==> config.mk <==
export PLATFORM = sky130hd
export DESIGN_NAME = vec_mem_responder
export DESIGN_NICKNAME = d
export VERILOG_FILES = /design/src/rtl/vmem_pkg.sv /design/src/rtl/vmem_bank.sv /design/src/rtl/vec_mem_responder.sv
export SDC_FILE = /design/constraint.sdc
export NUM_CORES = 2
export LEC_CHECK = 0
export CAP_MARGIN = 5
export CORE_ASPECT_RATIO = 0.5
export CORE_MARGIN = 4
export CORE_UTILIZATION = 56
export DETAILED_ROUTE_END_ITERATION = 10
export PLACE_DENSITY_LB_ADDON = 0.1
export SYNTH_ARGS = -nofsm -noshare
export SYNTH_HDL_FRONTEND = slang
export SYNTH_SLANG_ARGS = --single-unit
==> constraint.sdc <==
create_clock -name clk -period 3.65 [get_ports clk]
set_input_delay 0.5475 -clock clk [delete_from_list [all_inputs] [get_ports clk]]
set_output_delay 0.5475 -clock clk [all_outputs]
set_load 0.005 [all_outputs]
==> src/rtl/vmem_pkg.sv <==
// Shared types for the vector memory responder: FSM states and default lane/vector shapes.
package vmem_pkg;

  localparam int defaultRegisterSize = 8;
  localparam int defaultVectorSize   = 4;

  typedef enum logic [1:0] {
    IDLE,
    XFER,
    RESP
  } state_t;

  typedef logic [defaultRegisterSize-1:0] lane_t;
  typedef lane_t [defaultVectorSize-1:0]  vec_t;

endpackage

==> src/rtl/vmem_bank.sv <==
// Lane-wide storage array: synchronous write, combinational read, contents survive reset.
module vmem_bank #(
  parameter int depth = 256,
  parameter int width = 8
) (
  input  logic                     clk,
  input  logic                     we,
  input  logic [$clog2(depth)-1:0] addr,
  input  logic [width-1:0]         wdata,
  output logic [width-1:0]         rdata
);

  logic [width-1:0] mem [depth];

  always_ff @(posedge clk) begin
    if (we) mem[addr] <= wdata;
  end

  assign rdata = mem[addr];

endmodule

==> src/rtl/vec_mem_responder.sv <==
// Scalar/vector load-store responder moving one lane per cycle through a single bank.
// Optional bounds checking is enabled with the VMEM_BOUNDS_CHECK_EN macro.
module vec_mem_responder
  import vmem_pkg::*;
#(
  parameter int registerSize = 8,
  parameter int vectorSize   = 4,
  parameter int addrWidth    = 16,
  parameter int memDepth     = 256
) (
  input  logic                                    clk,
  input  logic                                    rst,
  input  logic                                    req_valid,
  output logic                                    req_ready,
  input  logic                                    req_write,
  input  logic                                    req_vec,
  input  logic [addrWidth-1:0]                    req_addr,
  input  logic [vectorSize-1:0][registerSize-1:0] req_wdata,
  output logic                                    resp_valid,
  input  logic                                    resp_ready,
  output logic [vectorSize-1:0][registerSize-1:0] resp_rdata,
  output logic                                    resp_err
);

  localparam int idxWidth  = $clog2(memDepth);
  localparam int laneWidth = (vectorSize > 1) ? $clog2(vectorSize) : 1;

  state_t                                 state, state_next;
  logic [laneWidth-1:0]                   lane;
  logic [laneWidth-1:0]                   lane_last;
  logic                                   lane_done;
  logic                                   lat_write;
  logic                                   lat_vec;
  logic                                   lat_err;
  logic [idxWidth-1:0]                    lat_index;
  logic [vectorSize-1:0][registerSize-1:0] lat_wdata;
  logic                                   req_err;
  logic                                   bank_we;
  logic [idxWidth-1:0]                    bank_addr;
  logic [registerSize-1:0]                bank_rdata;

`ifdef VMEM_BOUNDS_CHECK_EN
  // Extra top bit keeps the end-of-access sum from wrapping inside addrWidth.
  logic [addrWidth:0] last_addr;
  assign last_addr = {1'b0, req_addr} + (req_vec ? (addrWidth+1)'(vectorSize - 1) : '0);
  assign req_err   = last_addr >= (addrWidth+1)'(memDepth);
  assign resp_err  = (state == RESP) && lat_err;
`else
  logic unused_addr_bits;
  assign unused_addr_bits = ^req_addr;
  assign req_err          = 1'b0;
  assign resp_err         = 1'b0;
`endif

  assign req_ready  = (state == IDLE);
  assign resp_valid = (state == RESP);
  assign lane_last  = lat_vec ? laneWidth'(vectorSize - 1) : '0;
  // A rejected request spends its single XFER cycle without touching storage.
  assign lane_done  = lat_err || (lane == lane_last);
  assign bank_we    = (state == XFER) && lat_write && !lat_err;
  assign bank_addr  = lat_index + idxWidth'(lane);

  vmem_bank #(
    .depth (memDepth),
    .width (registerSize)
  ) u_bank (
    .clk   (clk),
    .we    (bank_we),
    .addr  (bank_addr),
    .wdata (lat_wdata[lane]),
    .rdata (bank_rdata)
  );

  always_ff @(posedge clk or posedge rst) begin
    if (rst) begin
      state      <= IDLE;
      lane       <= '0;
      lat_write  <= 1'b0;
      lat_vec    <= 1'b0;
      lat_err    <= 1'b0;
      lat_index  <= '0;
      lat_wdata  <= '0;
      resp_rdata <= '0;
    end else begin
      state <= state_next;
      if (state == IDLE && req_valid) begin
        lat_write  <= req_write;
        lat_vec    <= req_vec;
        lat_err    <= req_err;
        lat_index  <= req_addr[idxWidth-1:0];
        lat_wdata  <= req_wdata;
        lane       <= '0;
        resp_rdata <= '0;
      end else if (state == XFER) begin
        if (!lat_write && !lat_err) resp_rdata[lane] <= bank_rdata;
        lane <= lane_done ? '0 : lane + 1'b1;
      end
    end
  end

  always_comb begin
    state_next = state;
    unique case (state)
      IDLE: if (req_valid) state_next = XFER;
      XFER: if (lane_done) state_next = RESP;
      RESP: if (resp_ready) state_next = IDLE;
      default: state_next = IDLE;
    endcase
  end

endmodule

==> out/metrics.csv <==
metric,value,unit
finalCriticalPeriod,4.22,ns
clock_latency,0.83,ns
io_buffers,79,
mostFrequentLayoutCell,edfxtp_1,
crit_chain,"ha_4, fa_4, buf_6, buf_12, buf_6, mux4_2, mux4_2, nor3_4, nor4_4, nand4_1, buf_6, o21ai_2",
totalWireLength,214,mm
clk_pin_slew_worst_paths,0.07,ns
place_congestion,0.897,
min_path_type,in -> async,
cp-end-kind,flip-flop,
grt_pass1_vias,42200,
ir_drop,1.24,mV
cts.htree.levels,4,
status,"finished, violations left",
core,147000,um2
antenna_found_initial,8,
vias,42800,
fp-row-count,99,
ys_warn_count,0,
startpoint_type,flip-flop,
cts_buffers,183,
synth_area_per_cell,22.1,um2
cts_tree,done,
syn_to_final_growth,17.0,%
hold_viol_final,0,
worstPathRequired,4.30,ns
final_nets,4553,
grt_overflow,0,
synthCells,3787,
cp_num_buf_inv,4,
path_max_fanout,7,
cp_data_arrival_time,4.87,ns
num-fill-cells,9527,
power_density,1050,nW/um2
drtAntennaViolNets,0,
final_cell_mix,"2048 x edfxtp_1, 570 x buf_4, 566 x mux4_2",
synthFlopType,edfxtp_1,
drc_errors,0,
firstDrtPassIters,6,
die_area,156000,um2
drive_above_1_share,0.356,
yosysSeqAreaShare,0.760,
syn_area,83500,um2
die_height,281,um
final_util,0.665,
clkSinkCount,2126,
setup_tns,-12.50,ns
reg2reg_to,resp_rdata[21]$_DFFE_PP0P_,
synth-edff-count,2048,
dr.first_iter.drc_count,6254,
leakage,32.0,nW
stdcell_count,6606,
initial_core_util,0.568,
synth_nets,3848,
ys_types,87,
setup_ws,-0.569,ns
fmax,0.237,GHz
async_reset_ff_frac,0.0367,
wl_per_cell,32.4,um
finalSetupViolCount,32,
cts_buffer_depth,4,
synth_seq_cells,2126,
reg2reg_from,lane[0]$_DFFE_PP0N_,
post-place-ws,-0.855,ns
rsz0062_at_grt,yes,
reg2reg_depth,12,
rrSetupSlack,-0.57,ns
die_w,554,um
slew_headroom,0.106,
maxSlewViolCount,0,
tightest_slew,1.34,ns
place_hpwl,136,mm
cp_slowest_cell,fa_4,
grt_start_max_net_pins,201,
maxCapViolCount,0,
io_pins,89,
violations,setup timing,
via_per_inst,6.48,
period_share,1.16,
finalClockSkew,0.0463,ns
path_common_cell,buf_6,
crit_path_max_incr_delay,0.77,ns
grt_pass1_wl,309,mm
dp_cells,6222,
grt_util_all_layers,0.278,
crit_type,reg -> reg,
critPathLaunch,lane[0]$_DFFE_PP0N_,
path_delay_family,simple AND/OR/NAND/NOR gates,
clockRootBuffer,clkbuf_16,
cells in the mapped netlist, types with 5 or more instances:
cell type	n	share of area
clkbuf_1	68	0.0031
o31ai_1	25	0.0022
buf_4	39	0.0035
ha_1	6	0.00090
or2_2	8	0.00060
buf_6	23	0.0031
nand2b_1	9	0.00067
buf_12	15	0.0036
mux4_2	555	0.15
nand3_1	63	0.0038
a31oi_1	8	0.00060
nor2b_1	5	0.00037
a32oi_1	14	0.0015
and3_1	6	0.00045
o21ai_0	10	0.00060
mux2i_1	33	0.0040
mux4_1	42	0.013
nand2_1	135	0.0061
edfxtp_1	2048	0.74
clkbuf_8	9	0.0015
a22oi_1	7	0.00063
o32a_1	5	0.00060
nor4_1	5	0.00037
mux2_2	43	0.0058
a21oi_1	18	0.0011
or4_4	10	0.0013
buf_2	72	0.0043
buf_1	10	0.00045
dfrtp_1	78	0.023
a41o_1	5	0.00060
o22ai_1	29	0.0022
nor2_1	276	0.012
nor3_1	22	0.0013
o211ai_1	6	0.00054
per-stage QoR:
| step | power, mW | hold WS (ns) | cell area [um2] |
|---|---|---|---|
| 5_1_grt | 106 | 0.182 | 97700 |
| 3_5_place_dp | 80.5 | 0.489 | 90900 |
| 6_report | 102 | 0.152 | 97700 |
| 4_1_cts | 102 | 0.154 | 97500 |
| 2_1_floorplan | 62.1 | 0.467 | 83500 |
| 3_3_place_gp | 79.7 | 0.484 | 90900 |
worst max-delay path by stage:
stage	endpoint	slack, ns	depth (start not counted)
3_3_place_gp	resp_rdata[21]$_DFFE_PP0P_	-0.79	11
4_1_cts	resp_rdata[17]$_DFFE_PP0P_	-0.43	15
3_5_place_dp	resp_rdata[21]$_DFFE_PP0P_	-0.86	11
6_report	resp_rdata[21]$_DFFE_PP0P_	-0.57	12
5_1_grt	resp_rdata[29]$_DFFE_PP0P_	-0.59	12
2_1_floorplan	u_bank.mem[112][0]$_DFFE_PP_	-0.03	12
timing repair:
action	4_1_cts	5_1_grt
cloned	8	0
endpoints found under the hold margin	0	0
pin swaps	25	12
setup buffers	29	23
hold buffers	0	0
setup endpoints to repair	39	354
gates resized for setup	111	24
power by group:
part | switching [mW] | internal, mW
logic | 27.5 | 21.4
clock network | 8.52 | 10.5
registers | 0.609 | 33.8
total | 36.7 | 65.6
layer usage:
layer	part of all wire	vias up	global-route usage
li1	-	17300	-
met1	0.41	22900	0.426
met2	0.45	2356	0.411
met3	0.11	306	0.0733
met4	0.022	2	0.0596
met5	0.000079	-	0
area by class of cell:
class                   count  area [um2]  area share
flip-flops and latches   2126       63500       0.649
multi-input cells        1419       18800       0.192
repair buffers            758        7290      0.0747
clock buffers             239        4880      0.0500
well taps                1969        2460      0.0252
clock inverters            87         825     0.00844
inverters                   4        16.3    0.000166
diodes                      4        10.0    0.000102
flip-flops by register name, summed over array words and instances (netlist names):
| register | flops |
|---|---|
| lat_write | 1 |
| lat_index | 8 |
| u_bank.mem | 2048 |
| lane | 2 |
| lat_wdata | 32 |
| resp_rdata | 32 |
| state | 2 |
| lat_vec | 1 |
cells by family after synthesis:
group | after synthesis | share of synthesized area
DFF | 2126 | 0.760
xor gates and xnor gates | 6 | 0.00117
other | 1 | 0.0000449
buffers and inverters | 242 | 0.0200
adders and majority gates | 7 | 0.00114
muxes | 673 | 0.173
and+or+nand+nor | 563 | 0.0298
AOI/OAI and AO/OA | 169 | 0.0156
worst reg2reg max path, stage by stage (launching register included):
cell and delay (ns):
dfrtp_1 0.41, ha_4 0.18, fa_4 0.77, buf_6 0.10, buf_12 0.13, buf_6 0.13
mux4_2 0.33, mux4_2 0.61, nor3_4 0.56, nor4_4 0.18, nand4_1 0.44, buf_6 0.21
o21ai_2 0.05
(Power assumes the default switching activity.)
